===== config.mk =====
export PLATFORM = sky130hd
export DESIGN_NAME = z80_bus_pads_flat
export DESIGN_NICKNAME = d
export VERILOG_FILES = /design/src/rtl/z80_bus_pads_if.sv /design/src/rtl/z80_bus_pads.sv /design/src/flat_wrapper.sv
export SDC_FILE = /design/constraint.sdc
export NUM_CORES = 1
export LEC_CHECK = 0
export ABC_CLOCK_PERIOD_IN_PS = 1900
export CAP_MARGIN = 20
export CORE_MARGIN = 1
export CORE_UTILIZATION = 38
export CTS_BUF_LIST = sky130_fd_sc_hd__clkbuf_4 sky130_fd_sc_hd__clkbuf_8
export DETAILED_ROUTE_END_ITERATION = 12
export GPL_TIMING_DRIVEN = 1
export MAX_ROUTING_LAYER = met4
export PLACE_DENSITY = 0.84
export SLEW_MARGIN = 20
export SYNTH_ARGS = -nofsm -noshare
export SYNTH_HDL_FRONTEND = slang
export SYNTH_SLANG_ARGS = --single-unit

===== constraint.sdc =====
create_clock -name clk -period 1.9 [get_ports clk]
set_input_delay 0.19 -clock clk [delete_from_list [all_inputs] [get_ports clk]]
set_output_delay 0.19 -clock clk [all_outputs]
set_load 0.03 [all_outputs]

===== src/rtl/z80_bus_pads_if.sv =====
// Signal bundle between the tv80s core wrapper and the mprj_io pins.
// The controller uses the master view; the core and the pins see the slave view.
interface z80_bus_pads_if #(
  parameter int ADDR_W = 16,
  parameter int DATA_W = 8
);
  logic              core_reset_n;
  logic              core_wait_n;
  logic              core_int_n;
  logic              core_nmi_n;
  logic              core_busrq_n;
  logic [ADDR_W-1:0] core_A;
  logic [DATA_W-1:0] core_dout;
  logic              core_doe;
  logic [DATA_W-1:0] core_di;
  logic              core_mreq_n;
  logic              core_iorq_n;
  logic              core_rd_n;
  logic              core_wr_n;
  logic              core_m1_n;
  logic              core_rfsh_n;
  logic              core_halt_n;
  logic              core_busak_n;
  logic              pad_wait_n;
  logic              pad_int_n;
  logic              pad_nmi_n;
  logic              pad_busrq_n;
  logic [DATA_W-1:0] pad_d_in;
  logic [ADDR_W-1:0] pad_a_out;
  logic [ADDR_W-1:0] pad_a_oeb;
  logic [DATA_W-1:0] pad_d_out;
  logic [DATA_W-1:0] pad_d_oeb;
  logic [3:0]        pad_ts_out;
  logic [3:0]        pad_ts_oeb;
  logic [3:0]        pad_st_out;

  // No valid/ready handshake: every strobe is a level, sampled on each clock edge.
  modport master (
    input  core_A, core_dout, core_doe,
    input  core_mreq_n, core_iorq_n, core_rd_n, core_wr_n,
    input  core_m1_n, core_rfsh_n, core_halt_n, core_busak_n,
    input  pad_wait_n, pad_int_n, pad_nmi_n, pad_busrq_n, pad_d_in,
    output core_reset_n, core_wait_n, core_int_n, core_nmi_n, core_busrq_n, core_di,
    output pad_a_out, pad_a_oeb, pad_d_out, pad_d_oeb,
    output pad_ts_out, pad_ts_oeb, pad_st_out
  );

  modport slave (
    output core_A, core_dout, core_doe,
    output core_mreq_n, core_iorq_n, core_rd_n, core_wr_n,
    output core_m1_n, core_rfsh_n, core_halt_n, core_busak_n,
    output pad_wait_n, pad_int_n, pad_nmi_n, pad_busrq_n, pad_d_in,
    input  core_reset_n, core_wait_n, core_int_n, core_nmi_n, core_busrq_n, core_di,
    input  pad_a_out, pad_a_oeb, pad_d_out, pad_d_oeb,
    input  pad_ts_out, pad_ts_oeb, pad_st_out
  );
endinterface


===== src/rtl/z80_bus_pads.sv =====
// Pad-side bus controller for the z80 core: reset stretch, input synchronisers,
// bus float on reset/BUSAK with a turnaround gap, and memory/IO wait-state insertion.
module z80_bus_pads #(
  parameter int ADDR_W       = 16,
  parameter int DATA_W       = 8,
  parameter int SYNC_STAGES  = 2,
  parameter int RESET_CYCLES = 3,
  parameter int TURN_CYCLES  = 1,
  parameter int WS_W         = 3
) (
  input  logic            clk,
  input  logic            reset,
  input  logic [WS_W-1:0] cfg_mem_ws,
  input  logic [WS_W-1:0] cfg_io_ws,
  output logic [1:0]      bus_state,
  z80_bus_pads_if.master  bus
);

  typedef enum logic [1:0] {
    S_RESET = 2'd0,
    S_RUN   = 2'd1,
    S_FLOAT = 2'd2,
    S_TURN  = 2'd3
  } state_t;

  localparam logic [3:0] RST_LAST  = 4'(RESET_CYCLES - 1);
  localparam logic [2:0] TURN_LAST = 3'(TURN_CYCLES - 1);

  state_t          state;
  logic [3:0]      rst_cnt;
  logic [2:0]      turn_cnt;
  logic [WS_W-1:0] ws_cnt;
  logic            mreq_q;
  logic            iorq_q;
  logic            mreq_fall;
  logic            iorq_fall;
  logic [3:0]      async_raw;
  logic [3:0]      async_sync;

  assign async_raw = {bus.pad_busrq_n, bus.pad_nmi_n, bus.pad_int_n, bus.pad_wait_n};

  generate
    if (SYNC_STAGES == 0) begin : g_bypass
      assign async_sync = async_raw;
    end else begin : g_sync
      logic [SYNC_STAGES-1:0][3:0] sync_q;
      always_ff @(posedge clk or posedge reset) begin
        if (reset) begin
          sync_q <= '1;
        end else begin
          sync_q[0] <= async_raw;
          for (int i = 1; i < SYNC_STAGES; i++) sync_q[i] <= sync_q[i-1];
        end
      end
      assign async_sync = sync_q[SYNC_STAGES-1];
    end
  endgenerate

  assign bus.core_wait_n  = async_sync[0] & (ws_cnt == '0);
  assign bus.core_int_n   = async_sync[1];
  assign bus.core_nmi_n   = async_sync[2];
  assign bus.core_busrq_n = async_sync[3];
  assign bus.core_di      = bus.pad_d_in;
  assign bus_state        = state;

  assign mreq_fall = mreq_q & ~bus.core_mreq_n;
  assign iorq_fall = iorq_q & ~bus.core_iorq_n;

  // Refresh cycles never wait; an interrupt acknowledge (M1 with IORQ) loads zero.
  always_ff @(posedge clk or posedge reset) begin
    if (reset) begin
      ws_cnt <= '0;
      mreq_q <= 1'b1;
      iorq_q <= 1'b1;
    end else begin
      mreq_q <= bus.core_mreq_n;
      iorq_q <= bus.core_iorq_n;
      if (state != S_RUN)                 ws_cnt <= '0;
      else if (mreq_fall && bus.core_rfsh_n) ws_cnt <= cfg_mem_ws;
      else if (iorq_fall)                 ws_cnt <= bus.core_m1_n ? cfg_io_ws : '0;
      else if (ws_cnt != '0)              ws_cnt <= ws_cnt - WS_W'(1);
    end
  end

  // Pad enables follow the state held before the edge, so every enable change
  // lands one clock after the state change that causes it.
  always_ff @(posedge clk or posedge reset) begin
    if (reset) begin
      state            <= S_RESET;
      rst_cnt          <= '0;
      turn_cnt         <= '0;
      bus.core_reset_n <= 1'b0;
      bus.pad_a_out    <= '0;
      bus.pad_a_oeb    <= '1;
      bus.pad_d_out    <= '0;
      bus.pad_d_oeb    <= '1;
      bus.pad_ts_out   <= 4'hF;
      bus.pad_ts_oeb   <= 4'hF;
      bus.pad_st_out   <= 4'hF;
    end else begin
      bus.pad_a_out  <= bus.core_A;
      bus.pad_d_out  <= bus.core_dout;
      bus.pad_ts_out <= {bus.core_wr_n, bus.core_rd_n, bus.core_iorq_n, bus.core_mreq_n};
      bus.pad_st_out <= {bus.core_busak_n, bus.core_halt_n, bus.core_rfsh_n, bus.core_m1_n};
      bus.pad_a_oeb  <= (state == S_RUN) ? '0 : '1;
      bus.pad_d_oeb  <= (state == S_RUN) ? {DATA_W{~bus.core_doe}} : '1;
      bus.pad_ts_oeb <= (state == S_RUN) ? 4'h0 : 4'hF;
      case (state)
        S_RESET: begin
          if (rst_cnt == RST_LAST) begin
            state            <= S_RUN;
            bus.core_reset_n <= 1'b1;
          end else begin
            rst_cnt <= rst_cnt + 4'd1;
          end
        end
        S_RUN: begin
          if (!bus.core_busak_n) state <= S_FLOAT;
        end
        S_FLOAT: begin
          turn_cnt <= '0;
          if (bus.core_busak_n) state <= (TURN_CYCLES == 0) ? S_RUN : S_TURN;
        end
        S_TURN: begin
          if (!bus.core_busak_n) begin
            state    <= S_FLOAT;
            turn_cnt <= '0;
          end else if (turn_cnt == TURN_LAST) begin
            state    <= S_RUN;
            turn_cnt <= '0;
          end else begin
            turn_cnt <= turn_cnt + 3'd1;
          end
        end
        default: state <= S_RESET;
      endcase
    end
  end

endmodule


===== src/flat_wrapper.sv =====
// flat-port wrapper written by rule: the top's interface ports become plain ports
module z80_bus_pads_flat 
#(
  parameter int ADDR_W       = 16,
  parameter int DATA_W       = 8,
  parameter int SYNC_STAGES  = 2,
  parameter int RESET_CYCLES = 3,
  parameter int TURN_CYCLES  = 1,
  parameter int WS_W         = 3
)
  (clk, reset, cfg_mem_ws, cfg_io_ws, bus_state, bus_core_A, bus_core_dout, bus_core_doe, bus_core_mreq_n, bus_core_iorq_n, bus_core_rd_n, bus_core_wr_n, bus_core_m1_n, bus_core_rfsh_n, bus_core_halt_n, bus_core_busak_n, bus_pad_wait_n, bus_pad_int_n, bus_pad_nmi_n, bus_pad_busrq_n, bus_pad_d_in, bus_core_reset_n, bus_core_wait_n, bus_core_int_n, bus_core_nmi_n, bus_core_busrq_n, bus_core_di, bus_pad_a_out, bus_pad_a_oeb, bus_pad_d_out, bus_pad_d_oeb, bus_pad_ts_out, bus_pad_ts_oeb, bus_pad_st_out);
  z80_bus_pads_if #(.ADDR_W(ADDR_W), .DATA_W(DATA_W)) bus_i ();
  input  logic clk;
  input  logic reset;
  input  logic [WS_W-1:0] cfg_mem_ws;
  input  logic [WS_W-1:0] cfg_io_ws;
  output logic [1:0] bus_state;
  input wire logic [$bits(bus_i.core_A)-1:0] bus_core_A;
  input wire logic [$bits(bus_i.core_dout)-1:0] bus_core_dout;
  input wire logic [$bits(bus_i.core_doe)-1:0] bus_core_doe;
  input wire logic [$bits(bus_i.core_mreq_n)-1:0] bus_core_mreq_n;
  input wire logic [$bits(bus_i.core_iorq_n)-1:0] bus_core_iorq_n;
  input wire logic [$bits(bus_i.core_rd_n)-1:0] bus_core_rd_n;
  input wire logic [$bits(bus_i.core_wr_n)-1:0] bus_core_wr_n;
  input wire logic [$bits(bus_i.core_m1_n)-1:0] bus_core_m1_n;
  input wire logic [$bits(bus_i.core_rfsh_n)-1:0] bus_core_rfsh_n;
  input wire logic [$bits(bus_i.core_halt_n)-1:0] bus_core_halt_n;
  input wire logic [$bits(bus_i.core_busak_n)-1:0] bus_core_busak_n;
  input wire logic [$bits(bus_i.pad_wait_n)-1:0] bus_pad_wait_n;
  input wire logic [$bits(bus_i.pad_int_n)-1:0] bus_pad_int_n;
  input wire logic [$bits(bus_i.pad_nmi_n)-1:0] bus_pad_nmi_n;
  input wire logic [$bits(bus_i.pad_busrq_n)-1:0] bus_pad_busrq_n;
  input wire logic [$bits(bus_i.pad_d_in)-1:0] bus_pad_d_in;
  output wire logic [$bits(bus_i.core_reset_n)-1:0] bus_core_reset_n;
  output wire logic [$bits(bus_i.core_wait_n)-1:0] bus_core_wait_n;
  output wire logic [$bits(bus_i.core_int_n)-1:0] bus_core_int_n;
  output wire logic [$bits(bus_i.core_nmi_n)-1:0] bus_core_nmi_n;
  output wire logic [$bits(bus_i.core_busrq_n)-1:0] bus_core_busrq_n;
  output wire logic [$bits(bus_i.core_di)-1:0] bus_core_di;
  output wire logic [$bits(bus_i.pad_a_out)-1:0] bus_pad_a_out;
  output wire logic [$bits(bus_i.pad_a_oeb)-1:0] bus_pad_a_oeb;
  output wire logic [$bits(bus_i.pad_d_out)-1:0] bus_pad_d_out;
  output wire logic [$bits(bus_i.pad_d_oeb)-1:0] bus_pad_d_oeb;
  output wire logic [$bits(bus_i.pad_ts_out)-1:0] bus_pad_ts_out;
  output wire logic [$bits(bus_i.pad_ts_oeb)-1:0] bus_pad_ts_oeb;
  output wire logic [$bits(bus_i.pad_st_out)-1:0] bus_pad_st_out;
  assign bus_i.core_A = bus_core_A;
  assign bus_i.core_dout = bus_core_dout;
  assign bus_i.core_doe = bus_core_doe;
  assign bus_i.core_mreq_n = bus_core_mreq_n;
  assign bus_i.core_iorq_n = bus_core_iorq_n;
  assign bus_i.core_rd_n = bus_core_rd_n;
  assign bus_i.core_wr_n = bus_core_wr_n;
  assign bus_i.core_m1_n = bus_core_m1_n;
  assign bus_i.core_rfsh_n = bus_core_rfsh_n;
  assign bus_i.core_halt_n = bus_core_halt_n;
  assign bus_i.core_busak_n = bus_core_busak_n;
  assign bus_i.pad_wait_n = bus_pad_wait_n;
  assign bus_i.pad_int_n = bus_pad_int_n;
  assign bus_i.pad_nmi_n = bus_pad_nmi_n;
  assign bus_i.pad_busrq_n = bus_pad_busrq_n;
  assign bus_i.pad_d_in = bus_pad_d_in;
  assign bus_core_reset_n = bus_i.core_reset_n;
  assign bus_core_wait_n = bus_i.core_wait_n;
  assign bus_core_int_n = bus_i.core_int_n;
  assign bus_core_nmi_n = bus_i.core_nmi_n;
  assign bus_core_busrq_n = bus_i.core_busrq_n;
  assign bus_core_di = bus_i.core_di;
  assign bus_pad_a_out = bus_i.pad_a_out;
  assign bus_pad_a_oeb = bus_i.pad_a_oeb;
  assign bus_pad_d_out = bus_i.pad_d_out;
  assign bus_pad_d_oeb = bus_i.pad_d_oeb;
  assign bus_pad_ts_out = bus_i.pad_ts_out;
  assign bus_pad_ts_oeb = bus_i.pad_ts_oeb;
  assign bus_pad_st_out = bus_i.pad_st_out;
  z80_bus_pads #(.ADDR_W(ADDR_W), .DATA_W(DATA_W), .SYNC_STAGES(SYNC_STAGES), .RESET_CYCLES(RESET_CYCLES), .TURN_CYCLES(TURN_CYCLES), .WS_W(WS_W)) u_core (.clk(clk), .reset(reset), .cfg_mem_ws(cfg_mem_ws), .cfg_io_ws(cfg_io_ws), .bus_state(bus_state), .bus(bus_i));
endmodule

==> results of run 1 <==
[layout by cell type, fill, tap and decap left out, types with 2 or more instances in the layout]
master and n:
sky130_fd_sc_hd__inv_1 11, sky130_fd_sc_hd__ha_1 6, sky130_fd_sc_hd__a311oi_1 2, sky130_fd_sc_hd__clkdlybuf4s50_1 90, sky130_fd_sc_hd__o21ai_0 3, sky130_fd_sc_hd__dlygate4sd2_1 20
sky130_fd_sc_hd__and2_1 3, sky130_fd_sc_hd__o21ai_1 2, sky130_fd_sc_hd__dfstp_2 18, sky130_fd_sc_hd__clkbuf_8 5, sky130_fd_sc_hd__xnor2_1 3, sky130_fd_sc_hd__dfrtp_1 37
sky130_fd_sc_hd__a21oi_1 2, sky130_fd_sc_hd__nand2_1 7, sky130_fd_sc_hd__nand2b_1 4, sky130_fd_sc_hd__nand3b_1 2, sky130_fd_sc_hd__clkinv_4 2, sky130_fd_sc_hd__o22ai_1 3
sky130_fd_sc_hd__nor2_1 5
[flip-flops by register name (all words and copies together), names as in the netlist, 2 cells and up]
name                   cells
u_core.g_sync.sync_q       4
u_core.ws_cnt              3
u_core.async_sync          4
u_core.bus.pad_d_out       8
u_core.bus.pad_st_out      4
u_core.bus.pad_ts_out      4
u_core.bus.pad_a_out      16
u_core.turn_cnt            3
u_core.rst_cnt             4
u_core.bus_state           2
[per-layer routing]
layer / track usage / up-vias
met5: - / -
met4: 0.05769 / 0
met3: 0.04910 / 10
met2: 0.2369 / 82
met1: 0.1635 / 620
li1: - / 631
[kinds of logic (layout without fill, tap and decap cells)]
group	count (synthesis)	in the layout	share of synthesized area
flops	55	55	0.6659
buf+inv	49	133	0.1554
simple gates	28	28	0.07743
compound gates	14	14	0.04110
fa+ha+maj	6	6	0.03573
xor+xnor	3	3	0.01251
mux	2	2	0.01191
[power breakdown]
part           total [mW]  switching [mW]  internal (mW)
Clock               0.635           0.371          0.264
Sequential           1.49           0.142           1.34
Combinational        1.69            1.02          0.666
[final cells by class]
cell class	instances	area, um^2
well taps	70	87.58
inverters	12	45.04
clock buffers	5	68.82
clock inverters	3	25.02
repair buffers	113	1109
fillers	424	2096
multi-input cells	53	375.4
flip-flops and latches	55	1399
[what timing repair did]
item                       CTS  global route
setup buffers                0             0
resized for setup           22             1
setup endpoints to repair   21             1
gates cloned                 0             0
[worst max-delay path by stage]
stage	slack [ps]	startpoint	end	cells past startpoint
after floorplan	400	reset	u_core.bus.core_reset_n	1
after global placement	120	u_core.ws_cnt[0]	bus_core_wait_n	5
after detailed placement	70	u_core.ws_cnt[0]	bus_core_wait_n	5
after CTS	6	u_core.ws_cnt[0]	bus_core_wait_n	5
after global routing	70	u_core.bus.pad_d_oeb[6]	bus_pad_d_oeb[0]	1
final	130	u_core.bus.pad_d_oeb[6]	bus_pad_d_oeb[0]	1
[per-stage QoR]
stage,utilization,power (mW)
after floorplan,-,2.920
after global placement,0.5851,3.326
after detailed placement,0.5851,3.366
after CTS,0.5983,3.862
after global routing,0.5974,4.026
final,0.5974,3.809
==> results.txt, run 1 <==
For this run, the post-layout net count is 299. The sequential share of the synthesized area is 0.6659. The yosys synthesis warning count is 0. The HPWL after detailed placement is 2881 um. The number of remaining DRC errors came out at 0.

The critical path in this run is classified as flop to output pin. Input and output buffers added on the ports amount to 111. The sum of overflow across all layers after global routing is 0.

The cell area after placement came out at 0.003045 mm^2. The worst setup slack after layout is 130.3 ps. Synthesis produced a netlist with a net count of 216.

The uppermost signal routing layer after detailed routing is met4. The worst slack at placement came out at 68.34 ps. Counting tap cells, the placed design contains a total of 303 instances. The synthesized area is 0.002101 mm^2. Of the post-synthesis cell area, the dominant cell type holds 0.4407. The TritonCTS clock tree is done. The actual transition at the worst max-transition pin came out at 341.1 ps. The number of antenna cells inserted is 0.

Setup repair after global routing left no endpoint under its margin. The setup slack of the most critical reg-to-reg path is 420 ps. The cell type with the largest total area after synthesis is sky130_fd_sc_hd__dfrtp_1.

The maximum count of clock buffers along a single path is 2. The area growth from synthesis to layout is 48.00%. The largest net degree at the start of global routing came out at 56. The logic depth of the worst register-to-register path is 6.

The signal arrival time at the worst endpoint came out at 1580 ps. In this run, synthesis inferred 0 flip-flops with an integrated enable. The max-slew violation count came out at 0.

The die is 76.35 um wide. The total length of routed wires is 3795 um. The final antenna-violating net count is 0. The final weighted congestion in routability-driven placement came out at 0.6855. The number of global-route vias before repair came out at 1341. The ratio of cells with drive above 1 in the final layout came out at 0.1411. The number of antenna violations at the first check in global routing came out at 0. After floorplanning, the core was divided into 26 placement rows. Ranked by instance count, the synthesized netlist is headed by 37 x sky130_fd_sc_hd__dfrtp_1, 36 x sky130_fd_sc_hd__buf_4, 18 x sky130_fd_sc_hd__dfstp_2. On the critical path, the stage with the largest delay is an instance of sky130_fd_sc_hd__clkdlybuf4s50_1.

The total via count after detailed routing is 1343. For this block, the initial DRC count from the detailed router was 53. The root buffer cell chosen for the clock tree is sky130_fd_sc_hd__clkbuf_8. The area enclosed by the die boundary is 0.005829 mm^2.

On the final layout, the worst hold slack is 267.5 ps. The signal on the critical path passes through clkdlybuf4s50_1. Derived from the worst setup path, the maximum achievable clock frequency is 0.5651 GHz. The leakage power figure is 1.293 nW. The number of sinks on the clock net came out at 55. Excluding fillers, the count of instances in the completed layout stands at 311. Dividing the synthesized area by the synthesized cell count gives 13.38 um^2. The top flip-flop cell by instance count after synthesis is sky130_fd_sc_hd__dfrtp_1. The detailed-routed wire length on met3 came out at 345 um. The number of violations of the max-capacitance limit is 0.

The I/O pin total came out at 128. The worst path buffer plus inverter count is 1. The H-tree generated during clock tree synthesis spans 2 levels. The worst setup path is launched from a flop. Headroom to the max-slew limit came out at 0.7719. The clock latency of the later-clocked register in the worst-skew pair came out at 300 ps. The clock period minus worst slack came out at 1770 ps.

The maximum fanout along the worst path is 8. The met2 wire length is 1812 um. The critical path required time is 1710 ps. The highest ir drop seen on vdd came out at 0.0005934 V. The number of synthesized register bits came out at 55. The share of flip-flops with an asynchronous set or reset after synthesis came out at 1.000. The final-report hold violation count came to 0. The endpoint identified for the worst register-to-register timing path is u_core.ws_cnt[0]. The min-delay analysis places its worst path in the category primary input to async pin. The hold-fix buffer count after cts is 0. In this run the vertical extent of the chip is 76.35 um. The global-route wire length before repair came out at 6203 um. The worst setup path is captured at an output pin.

The sum of negative setup slack is 0 ps. The TritonCTS buffer count is 5. Across the routed clock network, the largest skew measured is 2.346 ps.

For this run, the total global-route usage over all layers was measured as 0.1450. The longest individual stage delay on the worst path came out at 690 ps. The most common cell in the synthesized netlist is sky130_fd_sc_hd__dfrtp_1. The distinct cell type count after synthesis is 28. Dividing the final minimum period by the clock period gives 0.9314. Ranked by total cell area, the synthesized netlist is headed by sky130_fd_sc_hd__dfrtp_1 44%, sky130_fd_sc_hd__dfstp_2 23%, sky130_fd_sc_hd__buf_4 13%.

The final setup violation count came out at 0. The finished cells cover 0.003109 mm^2. The detailed router put a total of 1576 um of wire on met1.

The clock transition at the register clock pins on the worst setup and hold paths after CTS is 100 ps. The worst register-to-register path begins at u_core.ws_cnt[0]. The iteration count of the initial detailed-routing pass is 4.

The area of the core is 0.005205 mm^2. The starting density of the core is 0.4036. Power spread over the standard cell area amounts to 1225 mW/mm^2. The run finished with clean final reports. Among cell families on the critical path, the largest total delay comes from buffers and inverters.

After detailed routing, the number of vias per cell comes to 4.318. The cell count after synthesis came out at 157. The post-detailed-route wirelength per cell came out at 12.20 um.
Power figures use the tool's default switching activity.
==> run 2: changes to the inputs <==
--- a/config.mk
+++ b/config.mk
@@ -14,7 +14,6 @@
 export GPL_TIMING_DRIVEN = 1
 export MAX_ROUTING_LAYER = met4
 export PLACE_DENSITY = 0.84
-export SLEW_MARGIN = 20
 export SYNTH_ARGS = -nofsm -noshare
 export SYNTH_HDL_FRONTEND = slang
 export SYNTH_SLANG_ARGS = --single-unit
==> results of run 2 <==
No change in the layout: final DEF, timing and power equal those of run 1.
